`src/rtl/alu_seq_pkg.sv`:
```
// Shared types for the sequential ALU: op codes, FSM states and the flag bundle.
// Optional divider is enabled by defining ALU_SEQ_UNIT_DIV_EN.
package alu_seq_pkg;

    typedef enum logic [3:0] {
        OP_ADD = 4'd0,
        OP_SUB = 4'd1,
        OP_NOT = 4'd2,
        OP_AND = 4'd3,
        OP_OR  = 4'd4,
        OP_XOR = 4'd5,
        OP_SLT = 4'd6,
        OP_EQ  = 4'd7,
        OP_MUL = 4'd8,
        OP_SHL = 4'd9,
        OP_SRA = 4'd10,
        OP_DIV = 4'd11
    } op_e;

    typedef enum logic [1:0] {
        IDLE = 2'd0,
        EXEC = 2'd1,
        DONE = 2'd2
    } state_e;

    typedef struct packed {
        logic carry;
        logic overflow;
        logic zero;
        logic err;
    } flags_t;

endpackage

```
`src/rtl/alu_seq_comb.sv`:
```
// Single-cycle combinational datapath. MUL/DIV are iterated by the parent, so here they
// only count as legal (no err) and produce a don't-care zero result.
// Op 11 is legal only when ALU_SEQ_UNIT_DIV_EN is defined.
module alu_seq_comb
    import alu_seq_pkg::*;
#(
    parameter int unsigned WIDTH = 4,
    parameter int unsigned SHW   = $clog2(WIDTH)
) (
    input  logic [3:0]       op,
    input  logic [WIDTH-1:0] a,
    input  logic [WIDTH-1:0] b,
    output logic [WIDTH-1:0] result,
    output flags_t           flags
);

    logic [WIDTH:0]   add_sum;
    logic [WIDTH:0]   sub_sum;
    logic [SHW-1:0]   shamt;

    assign add_sum = {1'b0, a} + {1'b0, b};
    assign sub_sum = {1'b0, a} + {1'b0, ~b} + (WIDTH + 1)'(1);
    assign shamt   = b[SHW-1:0];

    // Decode op and compute result plus flags
    always_comb begin
        result = '0;
        flags  = '0;
        case (op)
            OP_ADD: begin
                result         = add_sum[WIDTH-1:0];
                flags.carry    = add_sum[WIDTH];
                flags.overflow = (a[WIDTH-1] == b[WIDTH-1]) &&
                                 (add_sum[WIDTH-1] != a[WIDTH-1]);
            end
            OP_SUB: begin
                result         = sub_sum[WIDTH-1:0];
                flags.carry    = sub_sum[WIDTH];
                flags.overflow = (a[WIDTH-1] != b[WIDTH-1]) &&
                                 (sub_sum[WIDTH-1] != a[WIDTH-1]);
            end
            OP_NOT: result = ~a;
            OP_AND: result = a & b;
            OP_OR:  result = a | b;
            OP_XOR: result = a ^ b;
            OP_SLT: result = {{(WIDTH-1){1'b0}}, ($signed(a) < $signed(b))};
            OP_EQ:  result = {{(WIDTH-1){1'b0}}, (a == b)};
            OP_MUL: begin
                // iterated in the parent
            end
            OP_SHL: result = a << shamt;
            OP_SRA: result = $signed(a) >>> shamt;
`ifdef ALU_SEQ_UNIT_DIV_EN
            OP_DIV: begin
                // iterated in the parent
            end
`endif
            default: flags.err = 1'b1;
        endcase
        flags.zero = (result == '0);
    end

endmodule

```
`src/rtl/alu_seq_unit.sv`:
```
// Handshaked sequential ALU: IDLE/EXEC/DONE FSM, shift-add multiplier, accumulator.
// Defining ALU_SEQ_UNIT_DIV_EN adds an unsigned restoring divider on op 11.
module alu_seq_unit
    import alu_seq_pkg::*;
#(
    parameter int unsigned WIDTH = 4,
    parameter int unsigned SHW   = $clog2(WIDTH)
) (
    input  logic             clk,
    input  logic             rst,
    input  logic             in_valid,
    output logic             in_ready,
    input  logic [3:0]       op,
    input  logic             acc_sel,
    input  logic [WIDTH-1:0] a,
    input  logic [WIDTH-1:0] b,
    output logic             out_valid,
    input  logic             out_ready,
    output logic [WIDTH-1:0] result,
    output logic             carry,
    output logic             overflow,
    output logic             zero,
    output logic             err,
    output logic             busy
);

    state_e             state_q, state_d;
    logic [WIDTH-1:0]   acc_q, acc_d;
    logic [WIDTH-1:0]   result_q, result_d;
    flags_t             flags_q, flags_d;
    // Multiplicand (MUL) or divisor (DIV)
    logic [WIDTH-1:0]   operand_q, operand_d;
    // MUL: {partial high, multiplier}; DIV: {remainder, dividend/quotient}
    logic [2*WIDTH-1:0] work_q, work_d;
    logic [SHW-1:0]     cnt_q, cnt_d;

    logic [WIDTH-1:0]   opa;
    logic [WIDTH-1:0]   comb_result;
    flags_t             comb_flags;
    logic               start_multi;
    logic               is_div;
    logic [WIDTH:0]     mul_sum;
    logic [2*WIDTH-1:0] mul_next;
    logic [2*WIDTH-1:0] step_next;
    logic               step_ovf;

    assign opa = acc_sel ? acc_q : a;

    alu_seq_comb #(
        .WIDTH (WIDTH),
        .SHW   (SHW)
    ) u_comb (
        .op     (op),
        .a      (opa),
        .b      (b),
        .result (comb_result),
        .flags  (comb_flags)
    );

    // One shift-add step: add multiplicand if the multiplier LSB is set, then shift right
    always_comb begin
        mul_sum  = {1'b0, work_q[2*WIDTH-1:WIDTH]} +
                   (work_q[0] ? {1'b0, operand_q} : {(WIDTH+1){1'b0}});
        mul_next = {mul_sum, work_q[WIDTH-1:1]};
    end

`ifdef ALU_SEQ_UNIT_DIV_EN
    logic               div_q, div_d;
    logic [WIDTH:0]     div_shift;
    logic               div_ge;
    logic [WIDTH:0]     div_rem;
    logic [2*WIDTH-1:0] div_next;

    // One restoring-divide step: shift in next dividend bit, subtract if it fits
    always_comb begin
        div_shift = {work_q[2*WIDTH-1:WIDTH], work_q[WIDTH-1]};
        div_ge    = (div_shift >= {1'b0, operand_q});
        div_rem   = div_ge ? (div_shift - {1'b0, operand_q}) : div_shift;
        div_next  = {div_rem[WIDTH-1:0], work_q[WIDTH-2:0], div_ge};
        is_div    = (op == OP_DIV);
        step_next = div_q ? div_next : mul_next;
        // Divide by zero already yields all-ones quotient; flag it
        step_ovf  = div_q ? (operand_q == '0) : (|mul_next[2*WIDTH-1:WIDTH]);
    end
`else
    // Select the iterated step result (multiply only)
    always_comb begin
        is_div    = 1'b0;
        step_next = mul_next;
        step_ovf  = |mul_next[2*WIDTH-1:WIDTH];
    end
`endif

    assign start_multi = (op == OP_MUL) || is_div;

    // FSM next-state, iterator and accumulator update
    always_comb begin
        state_d   = state_q;
        acc_d     = acc_q;
        result_d  = result_q;
        flags_d   = flags_q;
        operand_d = operand_q;
        work_d    = work_q;
        cnt_d     = cnt_q;
`ifdef ALU_SEQ_UNIT_DIV_EN
        div_d     = div_q;
`endif
        unique case (state_q)
            IDLE: begin
                if (in_valid) begin
                    if (start_multi) begin
                        state_d   = EXEC;
                        cnt_d     = '0;
                        operand_d = is_div ? b : opa;
                        work_d    = {{WIDTH{1'b0}}, (is_div ? opa : b)};
`ifdef ALU_SEQ_UNIT_DIV_EN
                        div_d     = is_div;
`endif
                    end else begin
                        state_d  = DONE;
                        result_d = comb_result;
                        flags_d  = comb_flags;
                        acc_d    = comb_result;
                    end
                end
            end
            EXEC: begin
                work_d = step_next;
                cnt_d  = cnt_q + SHW'(1);
                if (cnt_q == SHW'(WIDTH - 1)) begin
                    state_d          = DONE;
                    result_d         = step_next[WIDTH-1:0];
                    flags_d          = '0;
                    flags_d.overflow = step_ovf;
                    flags_d.zero     = (step_next[WIDTH-1:0] == '0);
                    acc_d            = step_next[WIDTH-1:0];
                end
            end
            DONE: begin
                if (out_ready) begin
                    state_d = IDLE;
                end
            end
            default: state_d = IDLE;
        endcase
    end

    // State registers with synchronous reset; reset discards any in-flight iteration
    always_ff @(posedge clk) begin
        if (rst) begin
            state_q   <= IDLE;
            acc_q     <= '0;
            result_q  <= '0;
            flags_q   <= '0;
            operand_q <= '0;
            work_q    <= '0;
            cnt_q     <= '0;
`ifdef ALU_SEQ_UNIT_DIV_EN
            div_q     <= 1'b0;
`endif
        end else begin
            state_q   <= state_d;
            acc_q     <= acc_d;
            result_q  <= result_d;
            flags_q   <= flags_d;
            operand_q <= operand_d;
            work_q    <= work_d;
            cnt_q     <= cnt_d;
`ifdef ALU_SEQ_UNIT_DIV_EN
            div_q     <= div_d;
`endif
        end
    end

    assign in_ready  = (state_q == IDLE);
    assign busy      = (state_q == EXEC);
    assign out_valid = (state_q == DONE);
    assign result    = result_q;
    assign carry     = flags_q.carry;
    assign overflow  = flags_q.overflow;
    assign zero      = flags_q.zero;
    assign err       = flags_q.err;

endmodule
```
`config.mk`:
```
export PLATFORM = sky130hd
export DESIGN_NAME = alu_seq_unit
export DESIGN_NICKNAME = d
export VERILOG_FILES = /design/src/rtl/alu_seq_pkg.sv /design/src/rtl/alu_seq_comb.sv /design/src/rtl/alu_seq_unit.sv
export SDC_FILE = /design/constraint.sdc
export NUM_CORES = 1
export LEC_CHECK = 0
export BUFFER_PORTS_ARGS = -buffer_cell sky130_fd_sc_hd__buf_2
export CORE_MARGIN = 4
export CORE_UTILIZATION = 50
export CTS_CLUSTER_DIAMETER = 30
export CTS_CLUSTER_SIZE = 20
export DETAILED_ROUTE_END_ITERATION = 7
export GPL_TIMING_DRIVEN = 0
export PLACE_DENSITY = 0.76
export SYNTH_ARGS = -nofsm -noshare
export SYNTH_HDL_FRONTEND = slang
export SYNTH_SLANG_ARGS = --single-unit
```
`constraint.sdc`:
```
create_clock -name clk -period 5.7 [get_ports clk]
set_clock_uncertainty 0.15 [all_clocks]
set_input_delay 0.57 -clock clk [delete_from_list [all_inputs] [get_ports clk]]
set_output_delay 0.57 -clock clk [all_outputs]
set_load 0.01 [all_outputs]
```
# == After elaboration in Yosys (flattened, before gate mapping) ==
# Cells that the tools add are included.
# op_classes
n_addsub,5
n_reduce_logical,13
order_cmp,1
mux,24
n_shift,2
n_eq_ne,23
bitwise_logic,5
# ops
op,n
one-hot mux 4 bit (10 select lines),1
two-way mux 4 bit,8
"== test 4 x 3 -> 1 bit, second input constant",4
two-way mux 8 bit,2
one-hot mux 4 bit (2 select lines),2
one-hot mux 8 bit (2 select lines),1
adder 4 x 4 -> 5 bit,3
"== test 4 bit, second input constant",3
zero test 4 bit,3
two-way mux 2 bit,6
OR reduction 10 bit,1
AND reduction 3 bit,3
"== test 4 x 2 -> 1 bit, second input constant",2
NOT 4 bit,2
one-hot mux 2 bit (2 select lines),2
"inequality test 2 x 1 -> 1 bit, second input constant",3
one-hot mux 2 bit (3 select lines),1
"adder 5 x 1 -> 5 bit, second input constant",1
bitwise AND 4 bit,1
"== test 2 bit, second input constant",2
"== test 4 x 1 -> 1 bit, second input constant",1
== test 4 bit,1
less-than comparator 4 bit,1
"inequality test 2 bit, second input constant",2
other kinds (14),17
# word_totals
inputBits,17
elab_cells,82
regBits,24
output_inout_bits,11

# == Logic depth before layout (Yosys ltp) ==
# Gate-level depths: netlist of the first run.
# depth
depth_word,9
mapped_depth,12
depth_no_buf,11

# == Cells and area by module ==
# Synthesis of the first run repeated with hierarchy kept, for this count alone.
# hier_totals
cells_unflattened,272
area_unflattened_um2,2210.9
# by_module_without_submodules
module,n_inst,area_each_um2,cells_per_inst
alu_seq_unit,1,1301.2,144
alu_seq_comb,1,909.6,128

# == Worst setup path before layout of the first run ==
# Ideal clock, no wire load.
# synth_path
path_type,input to register
from,input port acc_sel
to,"register flags_q, in the netlist zero"
setup_ps,79
t_arrival_ps,2794
required_ps,5471
stages,11
path_slack_ps,2676
n_path_buf,1
cell_sequence,buf_6 -> mux2i_1 -> inv_1 -> ha_1 -> fa_1 -> nor2b_1 -> a211oi_1 -> nor4_1 -> nor4_2 -> nand4b_1 -> a211oi_2
# synth_between
elab_chain_len,8
# synth_rtl
item,line_no,text
"start, declared",alu_seq_unit.sv:14,"input logic acc_sel,"
two-way mux 4 bit *,alu_seq_unit.sv:47,assign opa = acc_sel ? acc_q : a;
via opa[0],alu_seq_unit.sv:37,logic [WIDTH-1:0] opa;
adder 4 x 4 -> 5 bit,alu_seq_comb.sv:22,"assign sub_sum = {1'b0, a} + {1'b0, ~b} + (WIDTH + 1)'(1);"
adder 5 x 1 -> 5 bit,alu_seq_comb.sv:22,
one-hot mux 4 bit (10 select lines) *,alu_seq_comb.sv:29,case (op)
zero test 4 bit *,alu_seq_comb.sv:60,flags.zero = (result == '0);
two-way mux 4 bit *,alu_seq_unit.sv:111,if (start_multi) begin
two-way mux 4 bit *,alu_seq_unit.sv:110,if (in_valid) begin
one-hot mux 4 bit (2 select lines) *,alu_seq_unit.sv:108,unique case (state_q)
"end signal, assigned",alu_seq_unit.sv:165,flags_q <= flags_d;
"end, declared",alu_seq_unit.sv:30,"flags_t flags_q, flags_d;"
# The timed path passes the listed nets; every way through them passes the cells marked *. The select of a mux whose other input is x is not followed.
# A chain may end at the register's enable or synchronous reset.

# == Worst setup path in the final report of the first run ==
# Same ends and word-level chain as after synthesis.

==> flow_summary_export.csv, run 1 <==
group,metric,value,unit
run_status,run_status,"finished, final reports clean",
synthesis,synthTopCellsByArea,"dfxtp_1, ha_1, nor2_1",
sta,fin_crit,3.29,ns
synthesis,synth-edff-count,0,
pwr,total_power,461,uW
floorplanning,rows,23,
synthesis,syn_avg_cell_area,8.17,um^2
clock_tree,cts_tree,"done",
clock_tree,cts_max_path_buffers,2,
synthesis,yosys.area.top_type_share,0.224,
global_routing,grt_start_max_net_pins,15,
pwr,powerDensity,193,nW/um^2
cells_and_area,syn_to_final_growth,11.9,%
synthesis,async_flop_share,0,
sta,fmax,304,MHz
global_routing,gr-total-overflow,0,
detailed_routing,num_vias,2015,
critical_path,start_kind,"input port",
sta,setup_viol,0,
sta,period_share,0.578,
detailed_routing,via_per_inst,5.93,
global_routing,grtUsageTotal,0.217,
critical_path,cp.required,5.74,ns
synthesis,synthCells,262,
floorplanning,dieArea,5390,um^2
sta,maxSlewHeadroom,0.572,
floorplanning,start_util,0.528,
global_routing,antenna_found_initial,0,
synthesis,yosysSeqAreaShare,0.224,
hold_path,min_path_type,"reg2reg",
clock_tree,cts_sinks,24,
cells_and_area,seq_area,480,um^2
clock_tree,cts_hold_buf,0,
sta,setup_ws,2.41,ns
sta,maxSlewViolCount,0,
synthesis,syn_area,2140,um^2
synthesis,yosysUniqueCellTypes,56,
placed_design,gp_congestion,0.942,
cells_and_area,fin_nets,330,
hold_path,hold_path_depth,2,
job,cap_violations,0,
clock_tree,path_clk_slew,0.08,ns
floorplanning,die_w,73.4,um
detailed_routing,drt-wirelength-per-cell,16.0,um
detailed_routing,ant_nets,0,
clock_tree,ctsHtreeMaxLevel,1,
pwr,p_leak,1.07,nW
critical_path,arrival,3.34,ns
cells_and_area,n_antenna_cell,0,
synthesis,synth_top_flop_cell,"dfxtp_1",
sta,tightest_slew,0.624,ns
sta,timing_hold_violations_final,0,
sta,fin_hold_ws,0.313,ns
cells_and_area,drive_gt1_frac,0.183,
detailed_routing,first_pass_iters,4,
cells_and_area,fillCellCount,375,
clock_tree,cts_resized,0,
clock_tree,cts_buffers,3,
sta,tns,0,ns
synthesis,syn-num-nets,301,
floorplanning,core,4060,um^2
global_routing,grt_pass1_vias,1979,
floorplanning,die_h,73.4,um
synthesis,yosys_warnings,0,
critical_path,reg2reg_slack,2.55,ns
pwr,vdd_drop_max,0.187,mV
global_routing,grt_pass1_wl,9290,um
cells_and_area,multi_input_area,1520,um^2
placed_design,numPortBuffers,24,
critical_path,worstRegToRegCells,10,
detailed_routing,drt_iter0_markers,197,
placed_design,pre_cts_ws,2.14,ns
clock_tree,worstSkewPairLatency,0.27,ns
critical_path,cp_max_fo,7,
detailed_routing,wirelength,5420,um
sta,rsz0062_at_grt,"no",
clock_tree,cts_setup_buffers,0,
floorplanning,io_pins,28,
detailed_routing,drc,0,
cells_and_area,fin_util,0.590,
critical_path,end_kind,"flop",
clock_tree,cts-root-buf,"clkbuf_8",
synthesis,synth-seq-cells,24,
critical_path,worst-setup-path-type,"in2reg",
placed_design,dp_hpwl,4210,um
synthesis,synth_top_area_cell,"dfxtp_1",
layout make-up:
type / count / share of cell area
clock buffers: 3 / 0.0172
well taps: 50 / 0.0261
multi-input cells: 209 / 0.634
clock inverters: 1 / 0.0125
inverters: 14 / 0.0219
repair buffers: 24 / 0.0502
plain buffers: 15 / 0.0371
flip-flops and latches: 24 / 0.201
metrics by stage:
stage / area [um^2] / instances
global route: 2390 / 340
CTS: 2390 / 340
finish: 2390 / 340
global placement: 2320 / 336
detailed placement: 2320 / 336
floorplan: 2140 / 262
registers in the layout, summed over array words and instances (netlist names):
name,flops
work_q,8
operand_q,4
overflow,1
state_q,2
err,1
zero,1
result,4
carry,1
cnt_q,2
placed cells by master (no fill, tap or decap), types with 2 or more instances in the layout:
cell type	instances
a211o_1	2
a211oi_1	7
a21o_1	6
a21oi_1	16
a221oi_1	2
a22oi_1	7
a311oi_1	6
a31oi_1	2
a32oi_1	2
and2_1	4
buf_2	32
buf_6	3
clkbuf_1	4
clkbuf_8	3
dfxtp_1	24
fa_1	3
ha_1	19
inv_1	13
mux2_2	3
mux2i_1	5
mux2i_2	2
mux4_2	2
nand2_1	23
nand2b_1	6
nand3_1	3
nand4b_1	2
nor2_1	37
nor2b_1	5
nor3_1	7
nor4_1	2
o21a_1	2
o21ai_0	2
o21ai_1	4
o32ai_1	2
xnor2_1	4
xor2_1	2
critical path: stages:
cell and delay, ns:
buf_6 0.13, mux2i_1 0.56, inv_1 0.17, ha_1 0.28, fa_1 0.45, nor2b_1 0.15
a211oi_1 0.20, nor4_1 0.09, nor4_2 0.32, nand4b_1 0.18, a211oi_2 0.23
path summary, 6_finish.rpt:
check | from | end
setup / recovery | acc_sel | zero$_SDFFE_PP0P_
hold / removal | err$_SDFFE_PP0P_ | err$_SDFFE_PP0P_
setup reg to reg | result[0]$_SDFFE_PP0P_ | zero$_SDFFE_PP0P_
hold reg to reg | err$_SDFFE_PP0P_ | err$_SDFFE_PP0P_
report_power, final:
part / internal (mW) / leakage, nW / switching [mW] / total [mW]
clock: 0.0939 / 0.0357 / 0.0541 / 0.148
combinational: 0.0562 / 0.835 / 0.0790 / 0.135
sequential: 0.173 / 0.195 / 0.00462 / 0.178
total: 0.323 / 1.07 / 0.138 / 0.461
cell families (layout without fill, tap and decap cells):
group / after synthesis / count (layout) / share of synthesized area
AND/OR/NAND/NOR: 98 / 98 / 0.224
adder cells (fa/ha/maj): 22 / 22 / 0.139
XOR/XNOR: 6 / 6 / 0.0245
AO/OA/AOI/OAI: 70 / 70 / 0.238
flip-flops: 24 / 24 / 0.224
multiplexers: 13 / 13 / 0.0836
buffers and inverters: 29 / 57 / 0.0660
synth_stat cells, types with 3 or more instances:
library cell   n
a211oi_1       7
a21o_1         6
a21oi_1       16
a22oi_1        7
a311oi_1       6
and2_1         4
buf_2          8
buf_6          3
clkbuf_1       4
dfxtp_1       24
fa_1           3
ha_1          19
inv_1         13
mux2_2         3
mux2i_1        5
nand2_1       23
nand2b_1       6
nand3_1        3
nor2_1        37
nor2b_1        5
nor3_1         7
o21ai_1        4
xnor2_1        4
metal layers:
metal  wire length (um)  vias up  GRT usage
met4                 31        0     0.0543
met5                  0        -          0
li1                   -     1006          -
met3                426        4     0.0410
met2               2380       81      0.338
met1               2580      924      0.310
No activity file was read; power rests on OpenSTA's default activity.
==> run 2, diff against run 1 <==
Settings changed: ABC_AREA set to 1, PLACE_DENSITY 0.76 to 0.78.
Clock period 5.7 ns to 2.73 ns, I/O delays scaled along.
==> flow_summary_export.csv, run 2 <==
group,metric,value,unit
detailed_routing,first_pass_iters,5,
detailed_routing,drc,0,
sta,tightest_slew,0.456,ns
clock_tree,cts_tree,"done",
sta,maxSlewHeadroom,0.696,
detailed_routing,wirelength,5640,um
placed_design,dp_hpwl,4510,um
placed_design,placed_area,2330,um^2
synthesis,syn_area,2130,um^2
cells_and_area,drive_gt1_frac,0.136,
synthesis,synth_top_flop_cell,"dfxtp_1",
synthesis,yosys-top-cells-count,"nand2_1, inv_1, nor2_1, nand3_1",
synthesis,syn-num-nets,391,
synthesis,synth-edff-count,0,
critical_path,cp_max_fo,6,
pwr,vdd_drop_max,0.216,mV
floorplanning,io_pins,28,
sta,rsz0062_at_grt,"no",
job,cap_violations,0,
clock_tree,cts_max_path_buffers,2,
detailed_routing,num_vias,2282,
synthesis,synthTopCellsByArea,"dfxtp_1, nand2_1, ha_1",
floorplanning,dieArea,5380,um^2
cells_and_area,multi_input_area,1430,um^2
floorplanning,die_w,73.3,um
hold_path,min_path_type,"in2reg",
synthesis,synth-seq-cells,24,
global_routing,grtUsageTotal,0.213,
sta,fin_crit,2.52,ns
critical_path,cp.required,2.79,ns
synthesis,yosysMostFrequentCell,"nand2_1",
pwr,powerDensity,417,nW/um^2
floorplanning,core,4060,um^2
synthesis,yosys.area.top_type_share,0.225,
sta,maxSlewViolCount,0,
sta,fmax,397,MHz
global_routing,antenna_found_initial,0,
critical_path,arrival,2.58,ns
global_routing,grt_pass1_wl,9060,um
synthesis,synthCells,352,
floorplanning,die_h,73.3,um
clock_tree,cts_buffers,3,
clock_tree,cts_hold_buf,0,
clock_tree,cts_sinks,24,
clock_tree,worstSkewPairLatency,0.27,ns
synthesis,syn_avg_cell_area,6.06,um^2
synthesis,yosysSeqAreaShare,0.225,
clock_tree,cts-root-buf,"clkbuf_8",
cells_and_area,mostFrequentLayoutCells,"nand2_1, inv_1, nor2_1, nand3_1, buf_2",
sta,period_share,0.922,
clock_tree,cts_setup_buffers,0,
run_status,run_status,"finished, final reports clean",
cells_and_area,final_area,2410,um^2
global_routing,gr-total-overflow,0,
sta,tns,0,ns
synthesis,synth_top_area_cell,"dfxtp_1",
floorplanning,start_util,0.526,
placed_design,gp_congestion,0.959,
critical_path,start_kind,"flop",
placed_design,pre_cts_ws,0.0772,ns
cells_and_area,syn_to_final_growth,12.7,%
cells_and_area,seq_area,480,um^2
cells_and_area,n_antenna_cell,0,
pwr,total_power,1.00,mW
critical_path,worst-setup-path-type,"reg2reg",
cells_and_area,final_common_cell,"nand2_1",
placed_design,numPortBuffers,27,
clock_tree,ctsHtreeMaxLevel,1,
synthesis,yosysUniqueCellTypes,30,
cells_and_area,top_register,"work_q",
floorplanning,rows,23,
sta,timing_hold_violations_final,0,
clock_tree,path_clk_slew,0.09,ns
global_routing,grt_pass1_vias,2015,
detailed_routing,via_per_inst,5.27,
global_routing,grt_start_max_net_pins,15,
detailed_routing,drt-wirelength-per-cell,13.0,um
synthesis,async_flop_share,0,
placed_design,placed_cells,429,
pwr,p_leak,1.32,nW
cells_and_area,layout.cells.non_filler,433,
clock_tree,cts_resized,0,
detailed_routing,ant_nets,0,
sta,setup_viol,0,
cells_and_area,fillCellCount,421,
cells_and_area,fin_nets,423,
detailed_routing,drt_iter0_markers,180,
cells_and_area,largest_reg_flops,8,
critical_path,end_kind,"flop",
sta,setup_ws,0.213,ns
synthesis,yosys_warnings,0,
run 2: changes by cell type in the layout (fill, tap and decap cells not counted), moves of 6 or more:
cell,delta
inv_1,+30
nand2b_1,-6
a22oi_1,-7
nand2_1,+88
nand3_1,+27
a311oi_1,-6
a21o_1,-6
o21ai_0,+6
inv_2,+8
a21oi_1,+8
run 2: metal layers:
layer | vias up | GRT usage | part of all wire
li1 | 1181 | - | -
met1 | 1008 | 0.297 | 0.46
met2 | 85 | 0.355 | 0.46
met3 | 8 | 0.0246 | 0.070
met4 | 0 | 0.0423 | 0.013
met5 | - | 0 | 0
run 2: final cells by class:
cell class / instances / area share
tap: 50 / 0.0260
inverter: 53 / 0.0837
clock inverter: 1 / 0.0125
timing repair buffer: 27 / 0.0562
multi-input combinational: 271 / 0.595
buffer: 4 / 0.00936
clock buffer: 3 / 0.0172
sequential: 24 / 0.200
run 2: final timing paths:
path                               start                        end  slack [ns]  cells past startpoint
hold / removal                       rst  operand_q[1]$_SDFFE_PP0P_        0.07                      2
setup reg to reg  result[0]$_SDFFE_PP0P_          zero$_SDFFE_PP0P_        0.21                     17
setup / recovery  result[0]$_SDFFE_PP0P_          zero$_SDFFE_PP0P_        0.21                     17
hold reg to reg         err$_SDFFE_PP0P_           err$_SDFFE_PP0P_        0.32                      2
run 2: logic make-up (layout without fill, tap and decap cells):
group / count (synthesis) / after routing / synth area share
compound gates: 48 / 48 / 0.134
xor+xnor: 3 / 3 / 0.0123
fa+ha+maj: 22 / 22 / 0.140
buf+inv: 57 / 88 / 0.105
flops: 24 / 24 / 0.225
simple gates: 198 / 198 / 0.385
run 2: worst max-delay path: stages (launching register included):
cell and delay (ns):
dfxtp_1 0.31, inv_1 0.07, nand2_1 0.08, nand2_2 0.15, inv_1 0.08, ha_1 0.25
fa_1 0.44, inv_1 0.07, nand2_1 0.04, nand2_1 0.05, nor2_1 0.03, nor2_1 0.09
nand2_1 0.07, nor2_1 0.14, nand3_1 0.11, nor2_1 0.11, nand2_1 0.08, a21oi_1 0.11
run 2: stage by stage:
step                      hold slack [ns]  utilization
final                              0.0693        0.593
after global routing               0.0710        0.593
after CTS                          0.0695        0.592
after detailed placement            0.307        0.575
after global placement              0.303        0.575
after floorplan                     0.201            -
run 2: power by group:
part           switching, mW  internal (mW)
sequential            0.0139          0.368
clock                  0.118          0.196
combinational          0.202          0.106
==> run 3, diff against run 2 <==
Settings changed: CAP_MARGIN set to 20, SYNTH_HIERARCHICAL set to 1.
==> flow_summary_export.csv, run 3 <==
group,metric,value,unit
synthesis,yosys.area.top_type_share,0.219,
synthesis,syn-num-nets,408,
critical_path,start_kind,"flop",
pwr,seqPwrFrac,0.364,
sta,maxSlewViolCount,0,
cells_and_area,mostFrequentLayoutCells,"nand2_1, inv_1, nor2_1, nand3_1, buf_2",
global_routing,antenna_found_initial,0,
cells_and_area,syn_to_final_growth,18.5,%
cells_and_area,fin_util,0.633,
critical_path,cp.buffers_inverters,3,
cells_and_area,drive_gt1_frac,0.170,
sta,fin_hold_ws,0.0906,ns
critical_path,r2r-start,"result[0]$_SDFFE_PP0P_",
pwr,p_leak,1.39,nW
cells_and_area,fin_nets,450,
clock_tree,path_clk_slew,0.09,ns
critical_path,slowest_stage,"fa_1",
clock_tree,cts_tree,"done",
floorplanning,rows,23,
floorplanning,io_pins,28,
floorplanning,die_w,74.3,um
critical_path,end_kind,"flop",
pwr,switchingPower,331,uW
clock_tree,cts_hold_buf,0,
sta,tns,0,ns
floorplanning,dieArea,5520,um^2
clock_tree,worstSkewPairLatency,0.27,ns
job,cap_violations,0,
clock_tree,cts_sinks,24,
cells_and_area,final_area,2600,um^2
synthesis,synth-edff-count,0,
synthesis,synthTopCellsByArea,"dfxtp_1, nand2_1, ha_1",
critical_path,arrival,2.63,ns
critical_path,cp_max_fo,7,
critical_path,crit_end,"zero$_SDFFE_PP0P_",
detailed_routing,first_pass_iters,6,
placed_design,dp_hpwl,4440,um
synthesis,yosys-top-cells-count,"nand2_1, inv_1, nor2_1, nand3_1, a21oi_1",
placed_design,numPortBuffers,26,
critical_path,reg2reg_slack,0.17,ns
critical_path,worst-setup-path-type,"reg2reg",
clock_tree,cts_buffers,3,
global_routing,gr-total-overflow,0,
synthesis,syn_area,2200,um^2
pwr,p_clk_frac,0.308,
clock_tree,cts_max_path_buffers,2,
detailed_routing,drt-wirelength-per-cell,12.6,um
cells_and_area,multi_input_area,1530,um^2
detailed_routing,num_vias,2429,
synthesis,synthCells,370,
critical_path,crit_chain,"inv_1 > a21oi_4 > inv_1 > ha_1 > inv_1 > fa_1 > nand2_1 > nand4_1 > nor2_2 > nand2_1 > nor2_1 > nand2_1 > nand2_1 > o21ai_2 > nor2_1",
sta,setup_viol,0,
synthesis,synth_top_area_cell,"dfxtp_1",
critical_path,cp_num_cells,15,
critical_path,cpPeakStageDelay,0.42,ns
placed_design,placed_area,2390,um^2
placed_design,gp_congestion,0.936,
synthesis,async_flop_share,0,
global_routing,grtUsageTotal,0.210,
global_routing,grt_start_max_net_pins,15,
floorplanning,die_h,74.3,um
clock_tree,cts-root-buf,"clkbuf_8",
synthesis,yosys_warnings,6,
sta,timing_hold_violations_final,0,
sta,maxSlewHeadroom,0.622,
synthesis,syn_avg_cell_area,5.94,um^2
cells_and_area,largest_reg_flops,8,
detailed_routing,ant_nets,0,
global_routing,grt_pass1_wl,9120,um
pwr,p_comb_frac,0.328,
critical_path,cp.required,2.80,ns
hold_path,min_path_type,"in2reg",
cells_and_area,seq_area,480,um^2
clock_tree,ctsHtreeMaxLevel,1,
cells_and_area,final_common_cell,"nand2_1",
synthesis,yosysMostFrequentCell,"nand2_1",
global_routing,grt_pass1_vias,2074,
pwr,switching_share,0.326,
critical_path,critPathTopFamily,"simple AND/OR/NAND/NOR gates",
run_status,run_status,"finished, final reports clean",
sta,fin_crit,2.56,ns
floorplanning,start_util,0.534,
critical_path,crit_start,"result[0]$_SDFFE_PP0P_",
pwr,p_int,684,uW
floorplanning,core,4120,um^2
sta,period_share,0.939,
detailed_routing,drc,0,
critical_path,crit_top_cell,"nand2_1",
synthesis,yosysSeqAreaShare,0.219,
detailed_routing,wirelength,5820,um
detailed_routing,drt_iter0_markers,177,
critical_path,worstReg2RegEnd,"zero$_SDFFE_PP0P_",
cells_and_area,fillCellCount,404,
synthesis,yosysUniqueCellTypes,24,
pwr,vdd_drop_max,0.446,mV
detailed_routing,via_per_inst,5.27,
pwr,powerDensity,390,nW/um^2
synthesis,synth_top_flop_cell,"dfxtp_1",
cells_and_area,n_antenna_cell,0,
cells_and_area,top_register,"work_q",
sta,tightest_slew,0.567,ns
sta,fmax,390,MHz
critical_path,worstRegToRegCells,15,
synthesis,synth-seq-cells,24,
[run 3: cell types whose count changed in the layout (fill, tap and decap cells not counted), sizes merged, moves of 3 or more]
cell,delta
nand2,+13
buf,+15
nand4,+3
nand3b,+3
nor2,+5
or2,-4
a21oi,+7
a31oi,-5
[run 3: cell families after synthesis]
logic type	Yosys count	share of synthesized area
compound gates	45	0.107
fa+ha+maj	21	0.130
simple gates	219	0.427
buf+inv	60	0.114
xor+xnor	1	0.00399
flops	24	0.219
[run 3: cell type report]
| cell class | count | share of cell area |
|---|---|---|
| Multi-Input combinational cell | 286 | 0.586 |
| Sequential cell | 24 | 0.185 |
| Timing Repair Buffer | 37 | 0.0817 |
| Clock buffer | 3 | 0.0159 |
| Inverter | 53 | 0.0764 |
| Clock inverter | 1 | 0.0115 |
| Buffer | 7 | 0.0197 |
| Tap cell | 50 | 0.0240 |
[run 3: worst min path at each step]
stage                                endpoint  slack (ns)  cells after the start                      start
detailed placement  operand_q[1]$_SDFFE_PP0P_        0.31                      2  operand_q[1]$_SDFFE_PP0P_
CTS                 operand_q[1]$_SDFFE_PP0P_        0.08                      2                        rst
global placement             err$_SDFFE_PP0P_        0.30                      2           err$_SDFFE_PP0P_
global route           work_q[6]$_SDFFE_PP0P_        0.10                      2                        rst
floorplan           operand_q[0]$_SDFFE_PP0P_        0.19                      1                        rst
finish                 work_q[6]$_SDFFE_PP0P_        0.09                      2                        rst
[run 3: power groups by stage]
stage / Sequential (mW) / Clock [mW] / Combinational [mW]
final: 0.369 / 0.313 / 0.333
after global routing: 0.371 / 0.332 / 0.372
after CTS: 0.369 / 0.322 / 0.299
after detailed placement: 0.377 / 0 / 0.292
after global placement: 0.377 / 0 / 0.287
after floorplan: 0.381 / 0 / 0.203
[run 3: repair_timing]
action	CTS	global route
pin swaps	0	4
gates resized for setup	5	6
endpoints found under the setup margin	6	6
setup buffers	0	11
[run 3: routing by layer]
metal / global-route usage / wire (um) / share of wire / vias to the layer above
li1: - / - / - / 1251
met1: 0.306 / 2710 / 0.47 / 1085
met2: 0.339 / 2580 / 0.44 / 88
met3: 0.0311 / 498 / 0.086 / 5
met4: 0.0277 / 27 / 0.0046 / 0
met5: 0 / 0 / 0 / -
[run 3: per-stage QoR]
step	power (mW)	setup slack, ns	instances
after global placement	0.664	-0.386	446
after CTS	0.990	0.0144	450
final	1.01	0.167	461
after floorplan	0.584	0.215	370
after global routing	1.07	-0.0226	461
after detailed placement	0.669	-0.409	446
